--- src/rtl/fir_spi_pkg.sv ---
// fir_spi_pkg: shared command codes, strobe states, frame size and status-byte layout.
package fir_spi_pkg;
  typedef enum logic [7:0] {
    CMD_NOP        = 8'h00,
    CMD_LOAD_COEFF = 8'h01,
    CMD_SAMPLE     = 8'h02,
    CMD_READ       = 8'h03
  } cmd_t;
  typedef logic [1:0] state_t;
  localparam state_t ST_IDLE      = 2'd0;
  localparam state_t ST_STROBE    = 2'd1;
  localparam state_t ST_WAIT_DONE = 2'd2;
  localparam int FRAME_BITS = 24;
  localparam int STAT_VALID = 7;
  localparam int STAT_ERR   = 6;
  localparam int STAT_OVR   = 5;
  localparam int STAT_TMO   = 4;
endpackage

--- src/rtl/spi_sync_edge.sv ---
// spi_sync_edge: synchronizes sclk/ss_n/mosi into clk and flags sclk and ss_n edges.
module spi_sync_edge #(
  parameter int SYNC_STAGES = 2
) (
  input  logic clk,
  input  logic rst,
  input  logic sclk,
  input  logic ss_n,
  input  logic mosi,
  output logic sclk_rise,
  output logic sclk_fall,
  output logic ss_n_s,
  output logic ss_fall,
  output logic mosi_s
);
  logic [SYNC_STAGES:0] sclk_q, ss_q;
  logic [SYNC_STAGES-1:0] mosi_q;
  always_ff @(posedge clk or posedge rst)
    if (rst) begin
      sclk_q <= '0;
      ss_q   <= '1;
      mosi_q <= '0;
    end else begin
      sclk_q <= {sclk_q[SYNC_STAGES-1:0], sclk};
      ss_q   <= {ss_q[SYNC_STAGES-1:0], ss_n};
      mosi_q <= {mosi_q[SYNC_STAGES-2:0], mosi};
    end
  assign sclk_rise = sclk_q[SYNC_STAGES-1] & ~sclk_q[SYNC_STAGES];
  assign sclk_fall = ~sclk_q[SYNC_STAGES-1] & sclk_q[SYNC_STAGES];
  assign ss_n_s    = ss_q[SYNC_STAGES-1];
  assign ss_fall   = ~ss_q[SYNC_STAGES-1] & ss_q[SYNC_STAGES];
  assign mosi_s    = mosi_q[SYNC_STAGES-1];
endmodule

--- src/rtl/fir_spi_slave.sv ---
// fir_spi_slave: SPI command front-end driving the FIR core load handshakes and returning results.
module fir_spi_slave
  import fir_spi_pkg::*;
#(
  parameter int TIMEOUT_CYCLES = 64,
  parameter int SYNC_STAGES    = 2
) (
  input  logic        clk,
  input  logic        rst,
  input  logic        sclk,
  input  logic        ss_n,
  input  logic        mosi,
  output logic        miso,
  input  logic        modwait,
  input  logic [15:0] fir_out,
  input  logic        err,
  output logic [15:0] sample_data,
  output logic [15:0] fir_coefficient,
  output logic        data_ready,
  output logic        load_coeff,
  output logic        overrun
);
  localparam int TW = $clog2(TIMEOUT_CYCLES + 1);
  logic sclk_rise, sclk_fall, ss_n_s, ss_fall, mosi_s;
  logic [4:0] bit_cnt;
  logic [22:0] rx;
  logic [23:0] tx, word;
  logic [7:0] cmd, status;
  logic [15:0] result;
  logic result_valid, err_latched, timeout, is_coeff, modwait_q, frame_done, strobe_cmd;
  logic [TW-1:0] tmo_cnt;
  state_t state;
  spi_sync_edge #(.SYNC_STAGES(SYNC_STAGES)) u_sync (
    .clk(clk), .rst(rst), .sclk(sclk), .ss_n(ss_n), .mosi(mosi),
    .sclk_rise(sclk_rise), .sclk_fall(sclk_fall), .ss_n_s(ss_n_s),
    .ss_fall(ss_fall), .mosi_s(mosi_s)
  );
  always_comb begin
    status = '0;
    status[STAT_VALID] = result_valid;
    status[STAT_ERR]   = err_latched;
    status[STAT_OVR]   = overrun;
    status[STAT_TMO]   = timeout;
    word       = {rx, mosi_s};
    cmd        = word[23:16];
    frame_done = sclk_rise & ~ss_n_s & (bit_cnt == 5'(FRAME_BITS - 1));
    strobe_cmd = (cmd == CMD_SAMPLE) || (cmd == CMD_LOAD_COEFF);
  end
  // strobes drop combinationally the cycle modwait is seen, and with state on async reset
  assign data_ready = (state == ST_STROBE) & ~is_coeff & ~modwait;
  assign load_coeff = (state == ST_STROBE) & is_coeff & ~modwait;
  always_ff @(posedge clk or posedge rst)
    if (rst) begin
      bit_cnt <= '0;
      rx      <= '0;
      tx      <= '0;
      miso    <= 1'b0;
    end else if (ss_fall) begin
      bit_cnt <= '0;
      tx      <= {status, result};
      miso    <= status[STAT_VALID];
    end else if (ss_n_s) begin
      bit_cnt <= '0;
      miso    <= 1'b0;
    end else begin
      if (sclk_rise && bit_cnt < 5'(FRAME_BITS)) begin
        rx      <= {rx[21:0], mosi_s};
        bit_cnt <= bit_cnt + 5'd1;
      end
      if (sclk_fall) begin
        tx   <= {tx[22:0], 1'b0};
        miso <= tx[22];
      end
    end
  always_ff @(posedge clk or posedge rst)
    if (rst) begin
      state           <= ST_IDLE;
      is_coeff        <= 1'b0;
      tmo_cnt         <= '0;
      sample_data     <= '0;
      fir_coefficient <= '0;
      result          <= '0;
      result_valid    <= 1'b0;
      err_latched     <= 1'b0;
      overrun         <= 1'b0;
      timeout         <= 1'b0;
      modwait_q       <= 1'b0;
    end else begin
      modwait_q <= modwait;
      if (frame_done && cmd == CMD_READ) begin
        result_valid <= 1'b0;
        overrun      <= 1'b0;
        timeout      <= 1'b0;
      end
      if (frame_done && strobe_cmd) begin
        if (state == ST_IDLE && !modwait) begin
          state    <= ST_STROBE;
          is_coeff <= cmd == CMD_LOAD_COEFF;
          tmo_cnt  <= '0;
          if (cmd == CMD_LOAD_COEFF) fir_coefficient <= word[15:0];
          else sample_data <= word[15:0];
        end else overrun <= 1'b1;
      end
      if (state == ST_STROBE) begin
        if (modwait) state <= is_coeff ? ST_IDLE : ST_WAIT_DONE;
        else if (tmo_cnt == TW'(TIMEOUT_CYCLES - 1)) begin
          state   <= ST_IDLE;
          timeout <= 1'b1;
        end else tmo_cnt <= tmo_cnt + 1'b1;
      end
      // capture is ordered last so it overrides a same-cycle READ clear
      if (state == ST_WAIT_DONE && modwait_q && !modwait) begin
        result       <= fir_out;
        err_latched  <= err;
        result_valid <= 1'b1;
        state        <= ST_IDLE;
      end
    end
endmodule

--- config.mk ---
export PLATFORM = sky130hd
export DESIGN_NAME = fir_spi_slave
export DESIGN_NICKNAME = d
export VERILOG_FILES = /design/src/rtl/fir_spi_pkg.sv /design/src/rtl/spi_sync_edge.sv /design/src/rtl/fir_spi_slave.sv
export SDC_FILE = /design/constraint.sdc
export NUM_CORES = 1
export LEC_CHECK = 0
export BUFFER_PORTS_ARGS = -buffer_cell sky130_fd_sc_hd__buf_2
export CAP_MARGIN = 20
export CORE_MARGIN = 3
export CORE_UTILIZATION = 50
export DETAILED_ROUTE_END_ITERATION = 12
export PLACE_DENSITY = 0.67
export SLEW_MARGIN = 20
export SYNTH_ARGS = -nofsm -noshare
export SYNTH_HDL_FRONTEND = slang
export SYNTH_SLANG_ARGS = --single-unit
--- constraint.sdc ---
create_clock -name clk -period 10.2 [get_ports clk]
set_clock_uncertainty 0.1 [all_clocks]
set_input_delay 0 -clock clk [delete_from_list [all_inputs] [get_ports clk]]
set_output_delay 0 -clock clk [all_outputs]
set_load 0.02 [all_outputs]
==> impl_metrics.json, run 1 <==
{
  "status": "finished, final reports clean",
  "overflow": 0,
  "avgViaCountPerCell": 5.18,
  "h-tree-depth": 4,
  "nFillCells": 716,
  "dp.final_hpwl_um": 5570,
  "synth_top_area_share_pct": 59.8,
  "antenna_found_initial": 0,
  "drv_cap": 0,
  "firstDrtPassIters": 4,
  "synth_area_leader_cell": "dfrtp_1",
  "hold_viol_final": 0,
  "syn_inst": 371,
  "path_max_fanout": 12,
  "synthTopCellsByCount": "dfrtp_1, mux2_2, nand2_1",
  "synthesis.nets": 396,
  "start_util_pct": 52.9,
  "rows": 35,
  "synth_cell_types": 43,
  "cts_tree": "built",
  "syn-cell-area_mm2": 0.00502,
  "drcViolationCount": 0,
  "tightest_slew_ns": 0.824,
  "ios": 59,
  "fin_nets": 484,
  "gp_congestion": 0.776,
  "utilization_pct": 66.2,
  "cts_buffer_depth": 2,
  "leakagePower_uw": 0.00319,
  "total_power_uw": 1190,
  "synth.most_common_cell": "dfrtp_1",
  "critPathLaunchType": "register",
  "min_path_type": "input port to register",
  "clk_latency_ns": 0.51,
  "clock_sinks": 123,
  "required_ns": 10.49,
  "rsz0062_at_grt": "no",
  "dieArea_mm2": 0.0113,
  "fin_crit_sh_pct": 23.4,
  "grt_pass1_wl_um": 15500,
  "yosysSeqAreaShare_pct": 61.3,
  "path_class": "register to register",
  "yosys_warnings": 0,
  "wl_per_cell_um": 15.1,
  "die_h_um": 106,
  "whs_ns": 0.0377,
  "final_max_slew_viol_count": 0,
  "power_density_mw_per_mm2": 190,
  "die_x_um": 106,
  "end_kind": "register",
  "core-area_mm2": 0.00950,
  "drt_iter0_drc": 136,
  "fmax_mhz": 418,
  "clock-root-buffer": "clkbuf_8",
  "track_usage_pct": 17.3,
  "synth-async-reset-ratio_pct": 100,
  "port_buffers": 58,
  "worst-endpoint-arrival_ns": 2.68,
  "synth_area_leaders": "dfrtp_1, mux2_2, mux2i_1",
  "cts_buffers": 17,
  "final.setup.tns_ns": 0,
  "antenna_left": 0,
  "min_period_ns": 2.39,
  "multi_input_area_mm2": 0.00184,
  "avgSynthCellArea_um2": 13.5,
  "grt_pass1_vias": 3171,
  "setup_viol": 0,
  "seq_area_mm2": 0.00308,
  "path_clk_slew_ns": 0.06,
  "drive_gt1_share_pct": 37.3,
  "ir_drop_uv": 103,
  "slew_headroom_pct": 45.0,
  "antennaDiodeCount": 0,
  "synth-edff-count": 0,
  "synth_flop_cell": "dfrtp_1",
  "ys_ff_latch": 123,
  "wl_um": 9100,
  "grt_max_degree": 70,
  "area_delta_synth_final_pct": 25.3,
  "dr_total_vias": 3111
}
[cell type report]
type / instances / share of cell area [%]
clock inverter: 12 / 2.98
tap: 129 / 2.56
timing repair buffer: 85 / 8.83
inverter: 6 / 0.398
clock buffer: 20 / 7.08
multi-input combinational: 226 / 29.2
sequential: 123 / 49.0
[registers in the layout, indices dropped and copies added (netlist names)]
signal / count
bit_cnt: 5
err_latched: 1
fir_coefficient: 16
is_coeff: 1
miso: 1
modwait_q: 1
overrun: 1
result: 16
result_valid: 1
rx: 23
sample_data: 16
state: 2
timeout: 1
tmo_cnt: 7
tx: 23
u_sync.mosi_q: 2
u_sync.sclk_q: 3
u_sync.ss_q: 3
[repair_timing]
action                                 4_1_cts  5_1_grt
setup buffers                                0        0
hold buffers                                22        0
endpoints found under the hold margin       96        0
resized for setup                            0        0
[layer usage]
| layer | GRT usage (%) | share of wire (%) | wire length, um |
|---|---|---|---|
| met5 | 0 | 0 | 0 |
| met4 | 6.01 | 1.3 | 121 |
| met1 | 23.1 | 48 | 4360 |
| met2 | 27.2 | 47 | 4310 |
| met3 | 4.86 | 3.5 | 315 |
[per-stage QoR]
step / instance area [um^2] / std cells / worst slack (ns)
after CTS: 6280 / 600 / 7.61
after floorplan: 5020 / 371 / 6.83
final: 6290 / 601 / 7.81
after global routing: 6290 / 601 / 7.66
after global placement: 5430 / 546 / 7.68
after detailed placement: 5430 / 546 / 7.62
[kinds of logic (layout without fill, tap and decap cells)]
logic type | after synthesis | after routing | share of synthesized area [%]
adder cells (fa/ha/maj) | 2 | 2 | 0.498
multiplexers | 90 | 90 | 20.4
XOR/XNOR | 6 | 6 | 1.05
buffers and inverters | 22 | 123 | 2.19
AND/OR/NAND/NOR | 78 | 78 | 8.72
flip-flops | 123 | 123 | 61.3
AO/OA/AOI/OAI | 50 | 50 | 5.83
[cells in the final DEF, fill, tap and decap left out, types with 3 or more instances in the layout]
master and instances:
mux2_4 9, nand2_1 35, a22o_1 3, buf_4 4, nor2_1 13, mux2_2 58, buf_2 58, xnor2_1 3
nor4_4 3, mux2_1 4, clkinv_4 4, clkbuf_16 16, clkbuf_8 3, o21ai_0 29, inv_1 5, nor2b_1 3
dfrtp_1 120, nand2b_1 3, a21oi_1 7, mux2i_1 19, dlygate4sd3_1 22, xor2_1 3, nand3_1 5, bufinv_16 4
dfstp_2 3
[worst paths after layout]
path,start,endpoint,slack [ns],cells past startpoint
worst max-delay path,rx[17],sample_data[13],7.81,5
worst min-delay path,sclk,u_sync.sclk_q[0],0.04,2
worst max register to register,rx[17],sample_data[13],7.81,5
worst min register to register,u_sync.sclk_q[0],u_sync.sclk_q[1],0.25,0
max in group asynchronous,rst,err_latched,8.71,4
min in group asynchronous,rst,sample_data[14],0.10,3
[worst max-delay path, stage by stage (launching register included)]
cell and delay, ns:
dfrtp_1 0.41, nor4_4 0.33, nand4_4 0.20, nor4_4 0.54, buf_4 0.34, mux2_2 0.35
[power breakdown]
group	switching (uW)	internal (uW)
sequential	11.9	504
clock	220	413
combinational	23.8	21.6
No activity file was read; power rests on OpenSTA's default activity.
==> run 2, diff against run 1 <==
Settings changed: ABC_AREA set to 1, PLACE_DENSITY 0.67 to 0.7.
Clock period 10.2 ns to 2 ns, I/O delays scaled along.
==> run 2 against run 1 <==
Net effect: cell count grew 27%; total power grew to 5.2 times the previous value; register-to-register slack lost 7.6 ns; synthesized cell count grew 42%; critical endpoint is now load_coeff; largest cell class unchanged; largest power group is now sequential cells; highest routed layer unchanged.
==> impl_metrics.json, run 2 <==
{
  "synth_top_area_share_pct": 58.1,
  "worst_hold_path.endpoint": "u_sync.sclk_q[0]",
  "avgViaCountPerCell": 4.92,
  "hold_viol_final": 0,
  "r2r_cells": 7,
  "dr_total_vias": 3746,
  "syn_inst": 527,
  "dp.final_hpwl_um": 6370,
  "wl_met3_um": 461,
  "pre_cts_ws_ns": 0.148,
  "path_clk_slew_ns": 0.06,
  "final_common_cell": "nand2_1",
  "wirelength_met1_um": 4670,
  "worst-endpoint-arrival_ns": 1.84,
  "clock-root-buffer": "clkbuf_8",
  "antenna_found_initial": 0,
  "die_x_um": 108,
  "grt_pass1_vias": 3780,
  "wl_met2_um": 4950,
  "antennaDiodeCount": 0,
  "ir_drop_uv": 756,
  "antenna_left": 0,
  "min_path_type": "input port to register",
  "total_power_uw": 6260,
  "area_delta_synth_final_pct": 24.3,
  "r2r_end": "fir_coefficient[15]",
  "ys_ff_latch": 123,
  "power_density_mw_per_mm2": 975,
  "hold_depth": 2,
  "rr_startpoint": "u_sync.ss_q[1]",
  "critPathLaunchType": "register",
  "start_util_pct": 52.2,
  "cts_buffers": 17,
  "crit_path_cell_trace": "inv_2 > or2_0 > nor2_2 > inv_1 > nor2_1 > buf_2",
  "grt_max_degree": 124,
  "status": "finished, final reports clean",
  "die_h_um": 108,
  "syn-cell-area_mm2": 0.00517,
  "avgSynthCellArea_um2": 9.81,
  "cts_buffer_depth": 2,
  "synth.most_common_cell": "nand2_1",
  "port_buffers": 58,
  "synth_cell_types": 30,
  "fin_crit_sh_pct": 96.8,
  "yosys_warnings": 0,
  "min_from": "sclk",
  "h-tree-depth": 4,
  "fin_nets": 642,
  "core-area_mm2": 0.00991,
  "required_ns": 1.90,
  "highest_layer": "met4",
  "fmax_mhz": 516,
  "overflow": 0,
  "cp_slowest_cell": "dfrtp_1",
  "dp.cells": 704,
  "cts_tree": "built",
  "final_max_slew_viol_count": 0,
  "grt_pass1_wl_um": 17600,
  "synth-edff-count": 0,
  "clock_sinks": 123,
  "slew_headroom_pct": 57.7,
  "nFillCells": 806,
  "synth_area_leaders": "dfrtp_1, nand2_1, nand3_1",
  "drcViolationCount": 0,
  "drv_cap": 0,
  "yosysSeqAreaShare_pct": 59.6,
  "ios": 59,
  "drt_iter0_drc": 162,
  "drive_gt1_share_pct": 24.3,
  "timing.final.ws_setup_ns": 0.0635,
  "top_regs": "rx: 23 flops, tx: 23 flops",
  "gp_congestion": 0.788,
  "synthesis.nets": 552,
  "end_kind": "output port",
  "firstDrtPassIters": 4,
  "synth_flop_cell": "dfrtp_1",
  "setup_viol": 0,
  "ff2ff_setup_slack_ns": 0.20,
  "final_cell_mix": "nand2_1, dfrtp_1, buf_2",
  "min_period_ns": 1.94,
  "dieArea_mm2": 0.0116,
  "final_cells": 762,
  "wl_um": 10200,
  "synth_area_leader_cell": "dfrtp_1",
  "wl_per_cell_um": 13.4,
  "path_class": "register to output port",
  "tightest_slew_ns": 0.634,
  "clk_latency_ns": 0.52,
  "cts_resized": 0,
  "synth-async-reset-ratio_pct": 100,
  "leakagePower_uw": 0.00312,
  "rows": 36,
  "path_max_fanout": 4,
  "final.setup.tns_ns": 0,
  "synthTopCellsByCount": "nand2_1, dfrtp_1, inv_1",
  "cp_slowest_stage_delay_ns": 0.40,
  "track_usage_pct": 19.2
}
==> run 2: cell type report <==
type / instances / area [um^2] / share of cell area, %
repair buffers: 93 / 651 / 10.1
well taps: 133 / 166 / 2.59
inverters: 53 / 203 / 3.16
clock inverters: 12 / 124 / 1.93
flip-flops and latches: 123 / 3080 / 48.0
multi-input cells: 329 / 1770 / 27.5
clock buffers: 19 / 432 / 6.72
==> run 2: metrics by stage <==
stage	instance area [um^2]	hold slack [ns]	utilization, %
after floorplan	5170	-0.0955	-
after global placement	5600	0.00884	56.6
after detailed placement	5600	0.0102	56.6
after CTS	6400	0.0183	64.6
after global routing	6420	0.0256	64.8
final	6420	0.0330	64.8
==> run 2: layer usage <==
layer	vias to the layer above	track usage, %
met1	1789	24.7
met4	0	7.30
met3	10	6.30
met5	-	0
li1	1885	-
met2	62	30.5
==> run 2: worst max path at each step <==
stage	from	to	slack, ns	cells past startpoint
2_1_floorplan	rst	bit_cnt[0]	0.39	1
3_3_place_gp	u_sync.ss_q[1]	tmo_cnt[3]	0.23	6
3_5_place_dp	u_sync.ss_q[1]	tmo_cnt[4]	0.15	6
4_1_cts	state[1]	load_coeff	0.07	5
5_1_grt	state[0]	load_coeff	-0.02	6
6_report	state[0]	load_coeff	0.06	6
==> run 2: cell families (layout without fill, tap and decap cells) <==
logic type	Yosys count	in the layout	share of synthesized area [%]
simple gates	230	230	21.5
xor+xnor	5	5	0.847
buf+inv	75	177	6.22
mux	15	15	3.27
compound gates	77	77	8.06
fa+ha+maj	2	2	0.484
flops	123	123	59.6
==> run 2: timing repair <==
item / in CTS / in global routing
setup buffers: 0 / 3
hold buffers: 24 / 0
endpoints found under the hold margin: 172 / 0
endpoints found under the setup margin: 0 / 7
==> run 2: worst max-delay path, delay by kind of cell (launching register included) <==
family	cells	cell delay, ns
buffers and inverters	3	0.35
DFF	1	0.40
and+or+nand+nor	3	0.58
==> run 2: report_power, final <==
| part | internal, uW | switching [uW] | total, uW |
|---|---|---|---|
| Clock | 1790 | 1080 | 2870 |
| Sequential | 2740 | 153 | 2890 |
| Combinational | 243 | 259 | 502 |
| Total | 4770 | 1490 | 6260 |
